## config.mk

```make
export PLATFORM = sky130hd
export DESIGN_NAME = fetch_issue
export DESIGN_NICKNAME = d
export VERILOG_FILES = /design/src/rtl/fetch_issue.sv
export SDC_FILE = /design/constraint.sdc
export NUM_CORES = 1
export LEC_CHECK = 0
export CAP_MARGIN = 20
export CORE_ASPECT_RATIO = 1.75
export CORE_MARGIN = 5
export CORE_UTILIZATION = 41
export CTS_CLUSTER_SIZE = 25
export DETAILED_ROUTE_END_ITERATION = 8
export GPL_TIMING_DRIVEN = 0
export PLACE_DENSITY = 0.84
export SETUP_SLACK_MARGIN = 0.02
export SLEW_MARGIN = 20
export SYNTH_ARGS = -nofsm -noshare
export SYNTH_HDL_FRONTEND = slang
export SYNTH_SLANG_ARGS = --single-unit
```

## constraint.sdc

```tcl
create_clock -name clk -period 2 [get_ports clk]
set_input_delay 0.3 -clock clk [delete_from_list [all_inputs] [get_ports clk]]
set_output_delay 0.3 -clock clk [all_outputs]
set_load 0.01 [all_outputs]
```

## src/rtl/fetch_issue.sv

```systemverilog
// Instruction fetch and issue stage: holds the PC, fetches one word at a time
// from a variable-latency instruction memory and offers it to decode over a
// valid/ready handshake. Taken-branch redirects from execute discard wrong-path work.
module fetch_issue #(
   parameter int unsigned     PC_W     = 8,
   parameter int unsigned     INSTR_W  = 16,
   parameter logic [PC_W-1:0] RESET_PC = PC_W'(0)
) (
   input  logic               clk,
   input  logic               rst_n,
   input  logic               run,
   output logic               imem_req,
   output logic [PC_W-1:0]    imem_addr,
   input  logic               imem_valid,
   input  logic [INSTR_W-1:0] imem_rdata,
   output logic               issue_valid,
   input  logic               issue_ready,
   output logic [INSTR_W-1:0] issue_instr,
   output logic [3:0]         issue_opcode,
   output logic [PC_W-1:0]    issue_pc,
   input  logic               branch_taken,
   input  logic [PC_W-1:0]    branch_target
);

   localparam int unsigned OPC_W = 4;

   // FETCH: may request; WAIT: response pending for a live request;
   // DRAIN: response pending for a squashed request; ISSUE: word held for decode
   typedef enum logic [1:0] {
      S_FETCH = 2'd0,
      S_WAIT  = 2'd1,
      S_DRAIN = 2'd2,
      S_ISSUE = 2'd3
   } state_e;

   state_e               state_q, state_d;
   logic [PC_W-1:0]      pc_q, pc_d;
   logic [INSTR_W-1:0]   instr_q, instr_d;
   logic [PC_W-1:0]      ipc_q, ipc_d;

   // Next-state logic and the two handshake strobes; a redirect beats every other event
   always_comb begin
      state_d = state_q;
      pc_d    = pc_q;
      instr_d = instr_q;
      ipc_d   = ipc_q;
      // rst_n gate keeps the request low while reset is held with run=1
      imem_req    = rst_n & (state_q == S_FETCH) & run & ~branch_taken;
      issue_valid = (state_q == S_ISSUE) & ~branch_taken;

      unique case (state_q)
         S_FETCH: begin
            if (branch_taken) begin
               pc_d = branch_target;
            end else if (run) begin
               state_d = S_WAIT;
            end
         end
         S_WAIT: begin
            if (branch_taken) begin
               pc_d    = branch_target;
               state_d = imem_valid ? S_FETCH : S_DRAIN;
            end else if (imem_valid) begin
               instr_d = imem_rdata;
               ipc_d   = pc_q;
               state_d = S_ISSUE;
            end
         end
         S_DRAIN: begin
            // The orphaned response always retires the outstanding request,
            // even when a new redirect lands in the same cycle.
            if (branch_taken) begin
               pc_d = branch_target;
            end
            if (imem_valid) begin
               state_d = S_FETCH;
            end
         end
         S_ISSUE: begin
            if (branch_taken) begin
               pc_d    = branch_target;
               state_d = S_FETCH;
            end else if (issue_ready) begin
               pc_d    = pc_q + PC_W'(1);
               state_d = S_FETCH;
            end
         end
         default: state_d = S_FETCH;
      endcase
   end

   // State, PC and held-instruction registers
   always_ff @(posedge clk or negedge rst_n) begin
      if (!rst_n) begin
         state_q <= S_FETCH;
         pc_q    <= RESET_PC;
         instr_q <= INSTR_W'(0);
         ipc_q   <= PC_W'(0);
      end else begin
         state_q <= state_d;
         pc_q    <= pc_d;
         instr_q <= instr_d;
         ipc_q   <= ipc_d;
      end
   end

   assign imem_addr    = pc_q;
   assign issue_instr  = instr_q;
   assign issue_pc     = ipc_q;
   assign issue_opcode = instr_q[INSTR_W-1 -: OPC_W];

endmodule

```

[Yosys cells after proc, flatten, opt, wreduce, memory -nomap -nowiden]
Cells that the tools add are included.
Storage, ports and cells
  output and inout port bits: 38
  word-level logic and storage cells: 37
  flip-flop bits (word level): 34
Cells by class
  bitwise gates (word level): 5
  reduce and logical (&&, ||, !) cells: 5
  multiplexer cells: 13
  equality and inequality tests: 9
  add/subtract/negate cells: 1
Operators with widths (number)
  8-bit two-way mux: 3
  2-bit two-way mux: 8
  8-bit one-hot mux with 2 select lines: 1
  8-bit by 1-bit adder with 8-bit output, second input constant: 1
  2-bit one-hot mux with 4 select lines: 1
  2-bit inequality test, second input constant: 3
  3-bit inequality test, second input constant: 2
  5-bit AND reduction: 1
  1-bit AND: 4
  2-bit equality test, second input constant: 2
  3-bit AND reduction: 1
  3-bit OR reduction: 1
  2-bit by 1-bit equality test with 1-bit output, second input constant: 1
  2-bit zero test: 1
  2-bit by 1-bit inequality test with 1-bit output, second input constant: 1
  2-bit AND reduction: 1
  1-bit NOT: 1

[Logic depth before layout (Yosys ltp)]
Gate-level depths: netlist of the first run.
  word-level depth: 4
  gate-level depth with buffers: 6
  depth with buffers taken out: 5

[Worst setup path before layout of the first run]
Ideal clock, no wire load.
  path kind: register to register
  start: reg state_q[1]
  end: reg instr_q[0], in the netlist issue_instr[0]
  period minus slack after synthesis: 1.422 ns
  cell stages (with the launch flop): 5
  setup slack: 0.578 ns
  arrival: 1.297 ns
  data required time: 1.875 ns
  path buffers: 2
  cells stage by stage: dfrtp_1 buf_4 nor3_4 buf_6 mux2_2
Between the ends
  cells in the longest elaborated chain, start to end: 2
RTL lines
  from (decl): RTL line 36  | state_e state_q, state_d;
  from (signal assigned): RTL line 100  | state_q <= state_d;
  2-bit by 1-bit equality test with 1-bit output: RTL line 51  | unique case (state_q)
  3-bit AND reduction (no source line)
  to (signal assigned): RTL line 102  | instr_q <= instr_d;
  to (decl): RTL line 38  | logic [INSTR_W-1:0] instr_q, instr_d;
No other way between the ends.
A chain may end at the register's enable or synchronous reset.

[Worst setup path after layout of the first run]
  start: reg state_q[1]
  end: out issue_valid
Between the ends
  cells in the longest elaborated chain, start to end: 2
RTL lines
  2-bit equality test: RTL line 49  | issue_valid = (state_q == S_ISSUE) & ~branch_taken;
  1-bit AND: RTL line 49
  to (decl): RTL line 16  | output logic issue_valid,
No other way between the ends.

==> impl_metrics.json, run 1 <==
{
  "regArea_um2": 850.8,
  "pwr-share-clk": 0.213,
  "clock_path_buffers": 2,
  "place_congestion": 0.7603,
  "synth-seq-area-share": 0.5502,
  "rows": 29,
  "multi_input_area_um2": 605.6,
  "drt-total-wl_um": 3769,
  "dr.pass1.iters": 4,
  "syn_area_per_cell_um2": 12.37,
  "hold_violations": 26,
  "cts_root_buffer": "clkbuf_8",
  "p_leak_nw": 0.9950,
  "grt_pass1_vias": 1288,
  "ant_nets": 0,
  "criticalPathCategory": "reg2out",
  "cts_htree_levels": 2,
  "via_per_inst": 5.008,
  "post_drt_wl_per_cell_um": 15.32,
  "critPathLaunchType": "register",
  "period_minus_slack_ps": 1816,
  "drc": 0,
  "chipWidth_um": 56.43,
  "slew_violations": 0,
  "vdd_drop_max_v": 0.001083,
  "violations": "negative hold slack",
  "power_mw": 2.867,
  "synthToLayoutAreaGrowth_pct": 53.72,
  "cp-end-kind": "primary output",
  "power.density_nw_per_um2": 1206,
  "clk_latency_ps": 290,
  "p_switching_mw": 0.8100,
  "vias": 1232,
  "mostFrequentLayoutCells": "clkdlybuf4s50_1, dfrtp_1, mux2_2",
  "cts.sinks": 34,
  "chipHeight_um": 91.25,
  "grt_pass1_wl_um": 6189,
  "fin_nets": 230,
  "power_frac_seq": 0.379,
  "antenna_cells": 0,
  "syn_nets": 156,
  "ioPinCount": 68,
  "layout_commonest_cell": "clkdlybuf4s50_1",
  "critical_path.max_fanout": 10,
  "ys_ff_latch": 34,
  "finalCritPeriodShare": 0.9081,
  "hold_buffers": 0,
  "syn_area_um2": 1546,
  "status": "complete, but fails checks",
  "p_int_mw": 2.057,
  "switching_share": 0.2825,
  "overflow": 0,
  "fillCellCount": 282,
  "netlist_instances": 125,
  "antenna_found_initial": 0,
  "drt_iter0_drc": 24,
  "core_um2": 3628,
  "whs_ps": -11.92,
  "cts.repair.resized": 3,
  "fin_util": 0.6552,
  "p_comb_frac": 0.408,
  "cp.arrival_ps": 1520,
  "port_buffers": 67,
  "ys_types": 31,
  "hold_class": "in2async",
  "track_usage": 0.1558,
  "rsz0062_at_grt": "no",
  "cts_tree": "built",
  "post_cts_buffers": 0,
  "ys_warn_count": 0,
  "clk_pin_slew_ps": 70,
  "skew_ps": 5.885,
  "drive_gt1_frac": 0.2200,
  "hpwl_um": 2980,
  "cts_inserted_buffers": 5,
  "final_area_um2": 2377,
  "start_util": 0.4262,
  "max_freq_ghz": 0.5506,
  "fin_setup_tns_ps": 0,
  "grt_max_degree": 36,
  "worst_pin_slew_ps": 467.1,
  "worstPathRequired_ps": 1700,
  "fp.dieArea_um2": 5149,
  "finalSetupViolCount": 0,
  "placed_area_um2": 2270,
  "maxSlewHeadroom": 0.6886,
  "cap_violations": 0
}
==> final timing paths <==
check / slack [ps] / to / cells after the start / start
min: -10 / issue_instr[15]$_DFFE_PN0P_ / 1 / rst_n
min in group clk: 490 / issue_pc[4]$_DFFE_PN0P_ / 1 / issue_pc[4]$_DFFE_PN0P_
max reg2reg: 460 / issue_instr[6]$_DFFE_PN0P_ / 4 / state_q[1]$_DFFE_PN0P_
max: 180 / issue_valid / 5 / state_q[1]$_DFFE_PN0P_
min reg2reg: 490 / issue_pc[4]$_DFFE_PN0P_ / 1 / issue_pc[4]$_DFFE_PN0P_
max in group asynchronous: 1680 / issue_instr[0]$_DFFE_PN0P_ / 1 / rst_n
==> logic make-up (layout without fill, tap and decap cells) <==
family                     after synthesis  after routing  synth area share
DFF                                     34             34            0.5502
muxes                                   25             25            0.1812
buffers and inverters                   13             88           0.05825
xor gates and xnor gates                 5              5           0.02832
AOI/OAI and AO/OA                       15             15           0.05986
adders and majority gates                1              1          0.008089
and+or+nand+nor                         32             32            0.1141
==> synthesized netlist by cell type <==
master / number / area, µm²
o31ai_1: 2 / 15.01
nor2_1: 2 / 7.510
buf_4: 6 / 45.04
nor4_1: 1 / 6.260
and3_1: 2 / 12.51
o21ai_0: 6 / 30.03
nor3_1: 4 / 20.02
o21ai_1: 1 / 5.000
a21oi_1: 1 / 5.000
xor2_1: 2 / 17.52
nor2b_1: 1 / 6.260
a22oi_1: 1 / 7.510
nor3b_1: 2 / 15.01
or2_2: 1 / 6.260
o22ai_1: 2 / 12.51
buf_2: 3 / 15.01
dfrtp_1: 34 / 850.8
mux2i_1: 1 / 10.01
mux2_2: 21 / 236.5
xnor2_1: 3 / 26.28
a311oi_1: 2 / 17.52
nand3_1: 3 / 15.01
nor3_4: 1 / 16.27
mux2_1: 3 / 33.78
nand2_2: 1 / 6.260
nand4_1: 3 / 18.77
inv_1: 2 / 7.510
buf_6: 2 / 22.52
ha_1: 1 / 12.51
nand2b_1: 2 / 12.51
nand2_1: 9 / 33.78
==> critical path, cell delays in order (launching register included) <==
cell	delay [ps]
dfrtp_1	350
buf_4	180
nand2_1	50
or2_2	310
inv_1	60
dlygate4sd2_1	270
==> routing by layer <==
| layer | share of wire | vias to the layer above | track usage |
|---|---|---|---|
| met1 | 0.40 | 569 | 0.1686 |
| met5 | 0 | - | 0 |
| li1 | - | 589 | - |
| met3 | 0.068 | 10 | 0.05248 |
| met4 | 0.029 | 0 | 0.07921 |
| met2 | 0.50 | 64 | 0.2645 |
==> cell type report <==
cell class,count,share of cell area
tap,46,0.02421
inverter,2,0.003158
sequential,34,0.3579
buffer,11,0.03474
clock inverter,3,0.01684
multi-input combinational,78,0.2547
timing repair buffer,67,0.2795
clock buffer,5,0.02895
==> metrics by stage <==
stage | cells | worst slack (ps)
global placement | 238 | -1029
floorplan | 125 | 577.9
CTS | 246 | 180.9
global route | 246 | 103.4
finish | 246 | 183.7
detailed placement | 238 | -217.7
==> power by group through the flow <==
stage          registers (mW)  logic (mW)  clock network, mW
2_1_floorplan            1.20       0.359                  0
3_3_place_gp             1.09        1.16                  0
3_5_place_dp             1.11        1.19                  0
4_1_cts                  1.09        1.19              0.624
5_1_grt                  1.12        1.24              0.661
6_report                 1.09        1.17              0.611
==> flip-flops by register name, indices dropped and copies added (netlist names) <==
name         flops
issue_instr     16
imem_addr        8
issue_pc         8
state_q          2
No activity file was read; power rests on OpenSTA's default activity.
==> inputs of run 2 (changes only) <==
- CORE_UTILIZATION: 41 -> 43
- CTS_BUF_LIST: not set -> sky130_fd_sc_hd__clkbuf_4
- PLACE_DENSITY: 0.84 -> 0.87
==> run 2 against run 1 <==
Against the previous run: the flow now finishes without violations; sequential power is essentially flat; fmax shrank 1.4%; via count is 1.5% higher; critical endpoint unchanged.
==> impl_metrics.json, run 2 (synthesis results as in run 1) <==
{
  "dr.pass1.iters": 4,
  "rows": 29,
  "p_comb_frac": 0.448,
  "largest_register_ffs": 16,
  "fin_util": 0.6636,
  "power_mw": 2.640,
  "ant_nets": 0,
  "start_util": 0.4349,
  "port_buffers": 67,
  "core_um2": 3556,
  "critical_path.max_fanout": 10,
  "clk_pin_slew_ps": 100,
  "fin_nets": 232,
  "p_switching_mw": 0.7970,
  "slew_violations": 0,
  "switching_share": 0.3019,
  "vdd_drop_max_v": 0.0006362,
  "placed_area_um2": 2270,
  "critPathTopFamily": "buffers and inverters",
  "crit_buf_inv": 3,
  "grt_pass1_wl_um": 6555,
  "drc": 0,
  "finalCritPeriodShare": 0.9214,
  "clk_latency_ps": 340,
  "place_congestion": 0.8236,
  "final_area_um2": 2360,
  "cp-end-kind": "primary output",
  "final_cells": 248,
  "cts.sinks": 34,
  "drive_gt1_frac": 0.2178,
  "critPathLaunchType": "register",
  "grt_pass1_vias": 1319,
  "cpPeakStageDelay_ps": 380,
  "hpwl_um": 3119,
  "rsz0062_at_grt": "no",
  "via_per_inst": 5.040,
  "vias": 1250,
  "criticalPathCategory": "reg2out",
  "power_frac_seq": 0.414,
  "skew_ps": 8.812,
  "cts_inserted_buffers": 5,
  "hold_violations": 0,
  "power.density_nw_per_um2": 1119,
  "drt-total-wl_um": 4043,
  "cts_root_buffer": "clkbuf_4",
  "overflow": 0,
  "worstPathRequired_ps": 1700,
  "cap_violations": 0,
  "period_minus_slack_ps": 1843,
  "finalSetupViolCount": 0,
  "antenna_cells": 0,
  "status": "completed",
  "synthToLayoutAreaGrowth_pct": 52.59,
  "cts_htree_levels": 2,
  "mostFrequentLayoutCells": "clkdlybuf4s50_1, dfrtp_1, mux2_2",
  "worst_pin_slew_ps": 385.5,
  "p_leak_nw": 0.9926,
  "cp_cell_sequence": "buf_6 -> nand2_1 -> or2_2 -> inv_1 -> dlygate4sd2_1",
  "p_int_mw": 1.843,
  "maxSlewHeadroom": 0.7422,
  "grt_max_degree": 36,
  "cts_tree": "built",
  "drt_iter0_drc": 27,
  "ioPinCount": 68,
  "chipWidth_um": 55.34,
  "cp.arrival_ps": 1540,
  "clock_path_buffers": 2,
  "layout_commonest_cell": "clkdlybuf4s50_1",
  "place_inst": 238,
  "crit_slowest_cell": "dfrtp_1",
  "chipHeight_um": 89.34,
  "max_freq_ghz": 0.5426,
  "pwr-share-clk": 0.138,
  "track_usage": 0.1731,
  "post_drt_wl_per_cell_um": 16.30,
  "post_cts_buffers": 0,
  "hold_class": "in2reg",
  "antenna_found_initial": 0,
  "fp.dieArea_um2": 4943
}
[run 2: cell type report]
type | count | area [µm²]
Tap cell | 46 | 57.56
Sequential cell | 34 | 850.8
Buffer | 11 | 86.33
Timing Repair Buffer | 69 | 698.2
Inverter | 2 | 7.507
Clock buffer | 6 | 45.04
Fill cell | 291 | 1196
Clock inverter | 2 | 8.758
Multi-Input combinational cell | 78 | 605.6
[run 2: metrics by stage]
stage	setup slack [ps]	hold WS (ps)	setup TNS [ps]
global placement	-1027	474.3	-1101
detailed placement	-250.3	404.2	-351.2
finish	157.1	422.8	0
global route	69.65	442.6	0
CTS	25.96	26.16	0
floorplan	577.9	4.409	0
[run 2: layer usage]
metal  GRT usage  part of all wire
met5           0                 0
met4     0.07301             0.018
met3     0.05491             0.056
met2      0.3103              0.52
met1      0.1884              0.40
[run 2: worst reg2reg max path, stage by stage, from the launching register on]
cell	delay, ps
dfrtp_1	410
buf_6	150
nor3_4	360
buf_6	220
mux2_2	340
[run 2: path summary, 6_finish.rpt]
path                                         start  cells after the start  slack [ps]                           to
max                         state_q[1]$_DFFE_PN0P_                      5         160                  issue_valid
min                                   branch_taken                      4         420     imem_addr[4]$_DFFE_PN0P_
max reg2reg                 state_q[1]$_DFFE_PN0P_                      4         420  issue_instr[11]$_DFFE_PN0P_
min reg2reg                issue_pc[5]$_DFFE_PN0P_                      1         500      issue_pc[5]$_DFFE_PN0P_
max in group asynchronous                    rst_n                      3        1320  issue_instr[10]$_DFFE_PN0P_
min in group asynchronous                    rst_n                      3         500  issue_instr[13]$_DFFE_PN0P_
[run 2: power groups by stage]
stage / registers [mW] / logic [mW] / clock network (mW)
global route: 1.13 / 1.27 / 0.416
global placement: 1.08 / 1.16 / 0
floorplan: 1.20 / 0.359 / 0
detailed placement: 1.11 / 1.19 / 0
finish: 1.09 / 1.18 / 0.364
CTS: 1.09 / 1.20 / 0.377
[run 2: repair_timing]
item | 4_1_cts | 5_1_grt
cloned | 0 | 0
resized for setup | 3 | 2
hold buffers | 0 | 2
hold endpoints to repair | 0 | 34
setup endpoints to repair | 2 | 1
==> inputs of run 3 (changes only) <==
- SLEW_MARGIN: 20 -> not set
==> results of run 3 <==
The final DEF is identical to that of run 2; final timing and power are the same.
